[src/rtl/bnn_pkg.sv]
// Shared types and defaults for the sequential binary layer.
// Pure declarations; no timing or flow control of its own.
package bnn_pkg;

  localparam int INPUT_SIZE_DEF  = 784;
  localparam int NUM_NEURONS_DEF = 32;

  typedef enum logic [2:0] {
    IDLE  = 3'd0,
    FETCH = 3'd1,
    LATCH = 3'd2,
    EVAL  = 3'd3,
    DONE  = 3'd4
  } bnn_seq_state_e;

  function automatic int idx_width(input int num_neurons);
    return (num_neurons > 1) ? $clog2(num_neurons) : 1;
  endfunction

endpackage

[src/rtl/bnn_layer_seq_if.sv]
// Activation, weight-memory and result channels of the sequential layer.
// valid/ready on input and output; memory read returns one cycle after rd_en.
interface bnn_layer_seq_if
  import bnn_pkg::*;
#(
  parameter int INPUT_SIZE      = INPUT_SIZE_DEF,
  parameter int NUM_NEURONS     = NUM_NEURONS_DEF,
  parameter int THRESHOLD_WIDTH = $clog2(INPUT_SIZE + 1),
  parameter int IDX_WIDTH       = idx_width(NUM_NEURONS)
) ();

  logic                       in_valid;
  logic                       in_ready;
  logic [INPUT_SIZE-1:0]      in_vec;

  logic                       mem_rd_en;
  logic [IDX_WIDTH-1:0]       mem_addr;
  logic [INPUT_SIZE-1:0]      mem_weight;
  logic [THRESHOLD_WIDTH-1:0] mem_threshold;

  logic                       out_valid;
  logic                       out_ready;
  logic [NUM_NEURONS-1:0]     out_vec;

  logic                       busy;

  modport master (
    input  in_valid, in_vec, mem_weight, mem_threshold, out_ready,
    output in_ready, mem_rd_en, mem_addr, out_valid, out_vec, busy
  );

  modport slave (
    output in_valid, in_vec, mem_weight, mem_threshold, out_ready,
    input  in_ready, mem_rd_en, mem_addr, out_valid, out_vec, busy
  );

endinterface

[src/rtl/bnn_layer_seq_neuron.sv]
// XNOR-popcount binary neuron: out = popcount(~(in ^ w)) >= threshold, unsigned.
// Purely combinational; no flow control.
module MLP_Neuron #(
  parameter int INPUT_SIZE      = 784,
  parameter int THRESHOLD_WIDTH = $clog2(INPUT_SIZE + 1)
) (
  input  logic [INPUT_SIZE-1:0]      in_vec,
  input  logic [INPUT_SIZE-1:0]      weight,
  input  logic [THRESHOLD_WIDTH-1:0] threshold,
  output logic                       out
);

  logic [INPUT_SIZE-1:0]      match;
  logic [THRESHOLD_WIDTH-1:0] pop;

  assign match = ~(in_vec ^ weight);

  // THRESHOLD_WIDTH holds INPUT_SIZE exactly, so the count cannot wrap.
  always_comb begin
    pop = '0;
    for (int i = 0; i < INPUT_SIZE; i++) begin
      pop = pop + THRESHOLD_WIDTH'(match[i]);
    end
  end

  assign out = (pop >= threshold);

endmodule

[src/rtl/bnn_layer_seq.sv]
// Sequential binary layer: one shared neuron evaluates NUM_NEURONS rows fetched from weight memory.
// Result valid 3*NUM_NEURONS cycles after accept; held in DONE until out_ready, input stalled while busy.
module bnn_layer_seq
  import bnn_pkg::*;
#(
  parameter int INPUT_SIZE      = INPUT_SIZE_DEF,
  parameter int NUM_NEURONS     = NUM_NEURONS_DEF,
  parameter int THRESHOLD_WIDTH = $clog2(INPUT_SIZE + 1),
  parameter int IDX_WIDTH       = idx_width(NUM_NEURONS)
) (
  input logic              clk,
  input logic              rst,
  bnn_layer_seq_if.master  io
);

  bnn_seq_state_e             state;
  bnn_seq_state_e             state_nxt;
  logic [IDX_WIDTH-1:0]       idx;
  logic [INPUT_SIZE-1:0]      in_q;
  logic [INPUT_SIZE-1:0]      w_q;
  logic [THRESHOLD_WIDTH-1:0] t_q;
  logic [NUM_NEURONS-1:0]     out_vec;
  logic                       neuron_out;
  logic                       last_idx;

  assign last_idx = (idx == IDX_WIDTH'(NUM_NEURONS - 1));

  always_ff @(posedge clk) begin
    if (rst) begin
      state <= IDLE;
    end else begin
      state <= state_nxt;
    end
  end

  always_comb begin
    state_nxt = state;
    case (state)
      IDLE:    if (io.in_valid) state_nxt = FETCH;
      FETCH:   state_nxt = LATCH;
      LATCH:   state_nxt = EVAL;
      EVAL:    state_nxt = last_idx ? DONE : FETCH;
      DONE:    if (io.out_ready) state_nxt = IDLE;
      default: state_nxt = IDLE;
    endcase
  end

  always_ff @(posedge clk) begin
    if (rst) begin
      idx     <= '0;
      in_q    <= '0;
      w_q     <= '0;
      t_q     <= '0;
      out_vec <= '0;
    end else begin
      case (state)
        IDLE: begin
          if (io.in_valid) begin
            in_q    <= io.in_vec;
            idx     <= '0;
            out_vec <= '0;
          end
        end
        LATCH: begin
          w_q <= io.mem_weight;
          t_q <= io.mem_threshold;
        end
        EVAL: begin
          out_vec[idx] <= neuron_out;
          if (!last_idx) idx <= idx + IDX_WIDTH'(1);
        end
        default: ;
      endcase
    end
  end

  // Operands come straight from flops so the popcount tree is the whole EVAL path.
  MLP_Neuron #(
    .INPUT_SIZE      (INPUT_SIZE),
    .THRESHOLD_WIDTH (THRESHOLD_WIDTH)
  ) u_neuron (
    .in_vec    (in_q),
    .weight    (w_q),
    .threshold (t_q),
    .out       (neuron_out)
  );

  assign io.in_ready  = (state == IDLE);
  assign io.out_valid = (state == DONE);
  assign io.busy      = (state == FETCH) || (state == LATCH) || (state == EVAL);
  assign io.mem_rd_en = (state == FETCH);
  assign io.mem_addr  = (state == FETCH) ? idx : '0;
  assign io.out_vec   = out_vec;

endmodule

[src/flat_wrapper.sv]
// flat-port wrapper written by rule: the top's interface ports become plain ports
module bnn_layer_seq_flat import bnn_pkg::*;
#(
  parameter int INPUT_SIZE      = INPUT_SIZE_DEF,
  parameter int NUM_NEURONS     = NUM_NEURONS_DEF,
  parameter int THRESHOLD_WIDTH = $clog2(INPUT_SIZE + 1),
  parameter int IDX_WIDTH       = idx_width(NUM_NEURONS)
)
  (clk, rst, io_in_valid, io_in_vec, io_mem_weight, io_mem_threshold, io_out_ready, io_in_ready, io_mem_rd_en, io_mem_addr, io_out_valid, io_out_vec, io_busy);
  bnn_layer_seq_if #(.INPUT_SIZE(INPUT_SIZE), .NUM_NEURONS(NUM_NEURONS), .THRESHOLD_WIDTH(THRESHOLD_WIDTH), .IDX_WIDTH(IDX_WIDTH)) io_i ();
  input logic clk;
  input logic rst;
  input wire logic [$bits(io_i.in_valid)-1:0] io_in_valid;
  input wire logic [$bits(io_i.in_vec)-1:0] io_in_vec;
  input wire logic [$bits(io_i.mem_weight)-1:0] io_mem_weight;
  input wire logic [$bits(io_i.mem_threshold)-1:0] io_mem_threshold;
  input wire logic [$bits(io_i.out_ready)-1:0] io_out_ready;
  output wire logic [$bits(io_i.in_ready)-1:0] io_in_ready;
  output wire logic [$bits(io_i.mem_rd_en)-1:0] io_mem_rd_en;
  output wire logic [$bits(io_i.mem_addr)-1:0] io_mem_addr;
  output wire logic [$bits(io_i.out_valid)-1:0] io_out_valid;
  output wire logic [$bits(io_i.out_vec)-1:0] io_out_vec;
  output wire logic [$bits(io_i.busy)-1:0] io_busy;
  assign io_i.in_valid = io_in_valid;
  assign io_i.in_vec = io_in_vec;
  assign io_i.mem_weight = io_mem_weight;
  assign io_i.mem_threshold = io_mem_threshold;
  assign io_i.out_ready = io_out_ready;
  assign io_in_ready = io_i.in_ready;
  assign io_mem_rd_en = io_i.mem_rd_en;
  assign io_mem_addr = io_i.mem_addr;
  assign io_out_valid = io_i.out_valid;
  assign io_out_vec = io_i.out_vec;
  assign io_busy = io_i.busy;
  bnn_layer_seq #(.INPUT_SIZE(INPUT_SIZE), .NUM_NEURONS(NUM_NEURONS), .THRESHOLD_WIDTH(THRESHOLD_WIDTH), .IDX_WIDTH(IDX_WIDTH)) u_core (.clk(clk), .rst(rst), .io(io_i));
endmodule
[config.mk]
export PLATFORM = sky130hd
export DESIGN_NAME = bnn_layer_seq_flat
export DESIGN_NICKNAME = d
export VERILOG_FILES = /design/src/rtl/bnn_pkg.sv /design/src/rtl/bnn_layer_seq_if.sv /design/src/rtl/bnn_layer_seq_neuron.sv /design/src/rtl/bnn_layer_seq.sv /design/src/flat_wrapper.sv
export SDC_FILE = /design/constraint.sdc
export NUM_CORES = 2
export LEC_CHECK = 0
export CAP_MARGIN = 40
export CORE_AREA = 4 4 631 633
export DETAILED_ROUTE_END_ITERATION = 8
export DIE_AREA = 0 0 635 637
export PLACE_DENSITY = 0.45
export SLEW_MARGIN = 20
export SYNTH_ARGS = -nofsm -noshare
export SYNTH_HDL_FRONTEND = slang
export SYNTH_SLANG_ARGS = --single-unit
[constraint.sdc]
create_clock -name clk -period 10.9 [get_ports clk]
set_input_delay 2.18 -clock clk [delete_from_list [all_inputs] [get_ports clk]]
set_output_delay 2.18 -clock clk [all_outputs]
set_load 0.02 [all_outputs]
; ---- Yosys cells after proc, flatten, opt, wreduce, memory -nomap -nowiden
; Cells that the tools add are included.
[word_totals]
register_bits = 1618
out_inout_bits = 41
inputBits = 1582
word_cells = 825
[classes]
eq_ne = 8
reduce_logical = 9
n_bitwise = 2
n_lt_le_gt_ge = 3
muxes = 13
addsub = 784
[ops]
columns = operator, n
row1 = adder 10 x 1 -> 10 bit, 774
row2 = NOT 784 bit, 1
row3 = XOR 784 bit, 1
row4 = case mux 32 bit (2 select lines), 1
row5 = bitwise mux 32 bit, 1
row6 = two-way mux 32 bit, 1
row7 = two-way mux 5 bit, 3
row8 = case mux 3 bit (5 select lines), 1
row9 = adder 9 x 1 -> 10 bit, 1
row10 = greater-or-equal comparator 10 bit, 1
row11 = case mux 5 bit (2 select lines), 1
row12 = adder 8 x 1 -> 9 bit, 1
row13 = two-way mux 3 bit, 3
row14 = adder 7 x 1 -> 8 bit, 1
row15 = adder 6 x 1 -> 7 bit, 1
row16 = adder 5 x 1 -> 6 bit, 1
row17 = equality test 3 x 2 -> 1 bit (second input constant), 2
row18 = < comparator 5 x 6 -> 1 bit (second input constant), 1
row19 = inequality test 2 bit (second input constant), 3
row20 = AND reduction 2 bit, 3
row21 = adder 4 x 1 -> 5 bit, 1
row22 = adder 5 x 1 -> 5 bit (second input constant), 1
row23 = demux 1 bit (select 5 bit), 1
row24 = equality test 5 bit (second input constant), 1
row25 = 12 further kinds, 13

; ---- Logic depth before layout (Yosys ltp)
[logic_depth]
depth_word = 788
mapped_depth = 39
depth_no_buf = 38

; ---- By module
; A second synthesis with hierarchy kept.
[unflattened]
cells_unflattened = 9518
hier_area_um2 = 82471.6
[modules_own_cells]
columns = mod, n_inst, seq_area_each_um2, area_per_inst_um2, cells_each
row1 = bnn_layer_seq, 1, 32391.1, 55768.5, 7045
row2 = MLP_Neuron, 1, 0.0, 26703.1, 2473

; ---- Worst setup path before layout
; OpenSTA, ideal clock, no wires.
[synth_timing]
path_kind = register -> register
start = register u_core.w_q[717]
end = register u_core.out_vec[10] (netlist: u_core.io.out_vec[10])
n_path_buf = 1
required_ns = 10.771
setup_time_ns = 0.129
path_stages_with_launch = 38
period_less_slack_ns = 10.764
setup_slack_ns = 0.136
t_arrival_ns = 10.636
cell_sequence = dfxtp_1 > xor2_1 > fa_1 > inv_1 > fa_1 > fa_1 > fa_1 > inv_1 > fa_1 > inv_1 > fa_1 > inv_1 > fa_1 > inv_1 > fa_1 > inv_1 > fa_1 > fa_1 > [... 2 more ...] > inv_1 > fa_1 > fa_1 > fa_1 > inv_1 > ha_1 > fa_1 > a21o_1 > a221o_1 > nor3_1 > o21bai_1 > xor2_1 > ha_1 > o21ai_0 > nor2_1 > o41ai_2 > clkbuf_1 > o21ai_0
[synth_between]
elab_chain_len = 72
[synth_rtl]
columns = element, line_no
row1 = from (decl), bnn_layer_seq.sv:20  ; logic [INPUT_SIZE-1:0] w_q;
row2 = from (signal assigned), bnn_layer_seq.sv:65  ; w_q <= io.mem_weight;
row3 = XOR 784 bit, bnn_layer_seq_neuron.sv:16  ; assign match = ~(in_vec ^ weight);
row4 = NOT 784 bit, bnn_layer_seq_neuron.sv:16
row5 = adder 10 x 1 -> 10 bit (67 in series), bnn_layer_seq_neuron.sv:22  ; pop = pop + THRESHOLD_WIDTH'(match[i]);
row6 = greater-or-equal comparator 10 bit, bnn_layer_seq_neuron.sv:26  ; assign out = (pop >= threshold);
row7 = bitwise mux 32 bit, bnn_layer_seq.sv:69  ; out_vec[idx] <= neuron_out;
row8 = case mux 32 bit (2 select lines), bnn_layer_seq.sv:56  ; case (state)
row9 = "to (signal, indexed assignment)", bnn_layer_seq.sv:69
row10 = to (decl), bnn_layer_seq.sv:22  ; logic [NUM_NEURONS-1:0] out_vec;
; Every way passes these cells.
; A chain may end at the register's enable or synchronous reset.

; ---- Worst setup path in the final report
[layout_timing]
start = register u_core.w_q[601]
end = register u_core.out_vec[27] (netlist: u_core.io.out_vec[27])
[layout_between]
elab_chain_len = 188
[layout_rtl]
columns = element, line_no
row1 = XOR 784 bit, bnn_layer_seq_neuron.sv:16
row2 = NOT 784 bit, bnn_layer_seq_neuron.sv:16
row3 = adder 10 x 1 -> 10 bit (183 in series), bnn_layer_seq_neuron.sv:22
row4 = greater-or-equal comparator 10 bit, bnn_layer_seq_neuron.sv:26
row5 = bitwise mux 32 bit, bnn_layer_seq.sv:69
row6 = case mux 32 bit (2 select lines), bnn_layer_seq.sv:56
; Every way passes these cells.

==> results.py <==
metrics = {
    "route": {
        "detail_route.wl_per_cell_um": 26.7,
        "drtIter0Drc": 4167,
        "num_vias": 68798,
        "drt-total-wl_mm": 443,
        "routed_via_density": 4.15,
        "route.detailed.drc": 0,
        "dr.pass1.iters": 7,
        "ant_nets": 0,
    },
    "synthesis": {
        "netlist_area_sq_um": 82100,
        "ys_ff_latch": 1618,
        "ys_types": 34,
        "syn_area_per_cell_sq_um": 8.62,
        "synth_cells": 9515,
        "ys_seq_area_share_pct": 39.5,
        "yosys_warnings": 0,
        "syn-num-nets": 11971,
    },
    "final_layout": {
        "finalInstanceArea_sq_um": 113000,
        "drive_above_1_share_pct": 6.34,
        "stdcell_count": 16568,
        "fin_nets": 13542,
        "fillers": 42474,
        "syn2layout_area_growth_pct": 38.1,
    },
    "critical_path": {
        "startpoint_type": "flip-flop",
        "cp_slowest_cell": "fa_2",
        "cp-end-kind": "flip-flop",
        "reg2reg_depth": 40,
        "max_stage_delay_ps": 630,
        "arrival_ps": 12200,
        "r2r_end": "u_core.io.out_vec[27]$_SDFFE_PP0P_",
        "path_class": "flip-flop to flip-flop",
        "cp.required_ps": 11650,
        "regToRegSetupSlack_ps": -550,
        "critPathMaxFanout": 8,
        "cpMostUsedCell": "fa_1",
        "r2r-start": "u_core.w_q[601]$_SDFFE_PP0P_",
    },
    "die": {
        "die_w_um": 635,
        "io_pins": 1623,
        "die_height_um": 637,
        "die_area_sq_um": 404000,
        "core_sq_um": 392000,
        "start_util_pct": 20.9,
        "num_rows": 230,
    },
    "placement": {
        "port_buffers": 1622,
        "place_inst": 16088,
        "dp_hpwl_mm": 358,
        "pre_cts_slack_ps": -1000,
        "gp_congestion": 0.855,
        "postPlaceCellArea_sq_um": 105000,
    },
    "timing": {
        "min_period_over_period_pct": 105,
        "fin_tns_setup_ps": -15310,
        "relSlewSlack_pct": 13.1,
        "finalHoldViolCount": 0,
        "setup_viol": 32,
        "max_freq_ghz": 0.0874,
        "layout_setup_ws_ps": -548,
        "worst_pin_slew_ps": 1300,
        "slew_viol_final": 0,
        "skew_ps": 61.2,
        "finalCriticalPeriod_ps": 11450,
        "rsz0062_at_grt": "yes",
    },
    "grt": {
        "grt_max_degree": 207,
        "grt_overflow": 0,
        "grt_pass1_wl_mm": 592,
        "grt_pass1_vias": 70294,
        "gr-usage-all-layers_pct": 21.2,
        "antenna_found_initial": 265,
    },
    "worst_hold_path": {
        "hold_start": "u_core.t_q[2]$_SDFFE_PP0P_",
        "whs_path_depth": 2,
        "holdPathEnd": "u_core.t_q[2]$_SDFFE_PP0P_",
        "hold_path_class": "flip-flop to flip-flop",
    },
    "flow_run": {
        "maxCapViolCount": 0,
    },
    "clocking": {
        "cts_tree": "done",
        "clockRootBuffer": "clkbuf_16",
        "cts.clk_slew.worst_paths_ps": 60,
        "clk_latency_ps": 910,
        "cts_sinks": 1618,
        "holdBufCountCts": 0,
        "cts_made_buffers": 207,
        "htree_levels": 4,
        "cts_buffer_depth": 4,
    },
    "outcome": {
        "violations": "setup timing",
        "status": "complete, but fails checks",
    },
}
## per-stage QoR
| stage | hold slack (ps) | utilization [%] |
|---|---|---|
| after floorplan | 436 | - |
| after global placement | 445 | 26.8 |
| after detailed placement | 449 | 26.9 |
| after CTS | 457 | 28.8 |
| after global routing | 468 | 28.9 |
| final | 456 | 28.9 |
## Yosys cell counts
master	n	area, sq um
o21ai_0	34	170
o41ai_2	1	16.3
xnor2_1	361	3160
and2_0	1	6.26
a21o_1	4	30.0
fa_1	766	15300
inv_1	771	2890
o21bai_1	2	15.0
and2_1	13	81.3
and3_1	6	37.5
nor3_1	7	35.0
mux2i_1	1	10.0
buf_4	23	173
buf_6	4	45.0
o21ai_1	1	5.00
clkbuf_1	284	1070
a22oi_1	3	22.5
dfxtp_1	1618	32400
ha_1	108	1350
a21oi_1	1587	7940
a211oi_1	1	7.51
a221o_1	1	10.0
xor2_1	434	3800
nor2_1	14	52.6
a2111oi_2	1	15.0
buf_1	16	60.1
buf_2	215	1080
and3b_1	3	26.3
nand3_1	33	165
nand2_1	3192	12000
nand4_1	4	25.0
nor3_2	1	10.0
nand2b_1	1	6.26
nor3b_1	4	30.0
## cell families (layout without fill, tap and decap cells)
logic type | Yosys count | in the layout | synth area share (%)
other cells | 0 | 98 | 0
xor+xnor | 795 | 795 | 8.49
buf+inv | 1313 | 3048 | 6.48
simple gates | 3279 | 3279 | 15.2
fa+ha+maj | 874 | 874 | 20.3
compound gates | 1635 | 1635 | 10.0
flops | 1618 | 1618 | 39.5
mux | 1 | 1 | 0.0122
## cell type report
class	instances	area, sq um	share of cell area [%]
antenna	98	245	0.216
multi-input combinational	6584	44700	39.4
clock inverter	82	1120	0.993
sequential	1618	32400	28.6
inverter	771	2900	2.56
timing repair buffer	1904	19300	17.1
tap	5220	6530	5.76
clock buffer	291	6100	5.39
## worst max-delay path by stage
| stage | endpoint | start | slack, ps | cells after the start |
|---|---|---|---|---|
| final | u_core.io.out_vec[27]$_SDFFE_PP0P_ | u_core.w_q[601]$_SDFFE_PP0P_ | -550 | 40 |
| after CTS | u_core.io.out_vec[26]$_SDFFE_PP0P_ | u_core.w_q[439]$_SDFFE_PP0P_ | -730 | 39 |
| after global routing | u_core.io.out_vec[27]$_SDFFE_PP0P_ | u_core.w_q[603]$_SDFFE_PP0P_ | -980 | 40 |
| after detailed placement | u_core.io.out_vec[3]$_SDFFE_PP0P_ | u_core.w_q[477]$_SDFFE_PP0P_ | -1000 | 36 |
| after floorplan | u_core.io.out_vec[10]$_SDFFE_PP0P_ | u_core.w_q[717]$_SDFFE_PP0P_ | 140 | 37 |
| after global placement | u_core.io.out_vec[5]$_SDFFE_PP0P_ | u_core.w_q[477]$_SDFFE_PP0P_ | -1030 | 36 |
## registers in the layout, summed over array words and instances (netlist names)
register,count
u_core.t_q,10
u_core.io.out_vec,32
u_core.w_q,784
u_core.idx,5
u_core.in_q,784
u_core.state,3
## worst max-delay path, delay by kind of cell (launching register included)
family	cells	cell delay, ps
adder cells (fa/ha/maj)	17	8220
AO/OA/AOI/OAI	6	1210
buffers and inverters	13	990
flip-flops	1	330
AND/OR/NAND/NOR	2	170
XOR/XNOR	2	320
## cell usage in the layout, fill, tap and decap left out, types with 6 or more instances in the layout
cell and count:
a21oi_1 1586, and2_1 11, and3_1 6, buf_12 62
buf_16 9, buf_4 206, bufinv_16 24, clkbuf_1 29
clkbuf_16 213, clkbuf_8 50, clkdlybuf4s50_1 1621, clkinv_2 36
clkinv_4 8, dfxtp_1 1612, dfxtp_2 6, diode_2 98
fa_1 756, fa_2 10, ha_1 107, inv_1 758
inv_2 11, nand2_1 3190, nand3_1 33, nor2_1 12
o21ai_2 29, xnor2_1 355, xnor2_2 6, xor2_1 426
xor2_2 8
## repair_timing
action / in CTS / in global routing
resized for setup: 48 / 63
setup endpoints to repair: 32 / 32
pin swaps: 26 / 34
gates cloned: 2 / 1
setup buffers: 3 / 1
## per-layer routing
| metal | wire length (um) | up-vias | GRT usage [%] |
|---|---|---|---|
| li1 | - | 32673 | - |
| met1 | 178000 | 33566 | 24.9 |
| met2 | 229000 | 1805 | 38.6 |
| met3 | 22700 | 672 | 4.38 |
| met5 | 522 | - | 0 |
| met4 | 12800 | 82 | 5.85 |
Power is left out: the tool's default activity adds up to more than one toggle a clock period on the data nets, which glitch-free logic cannot reach.
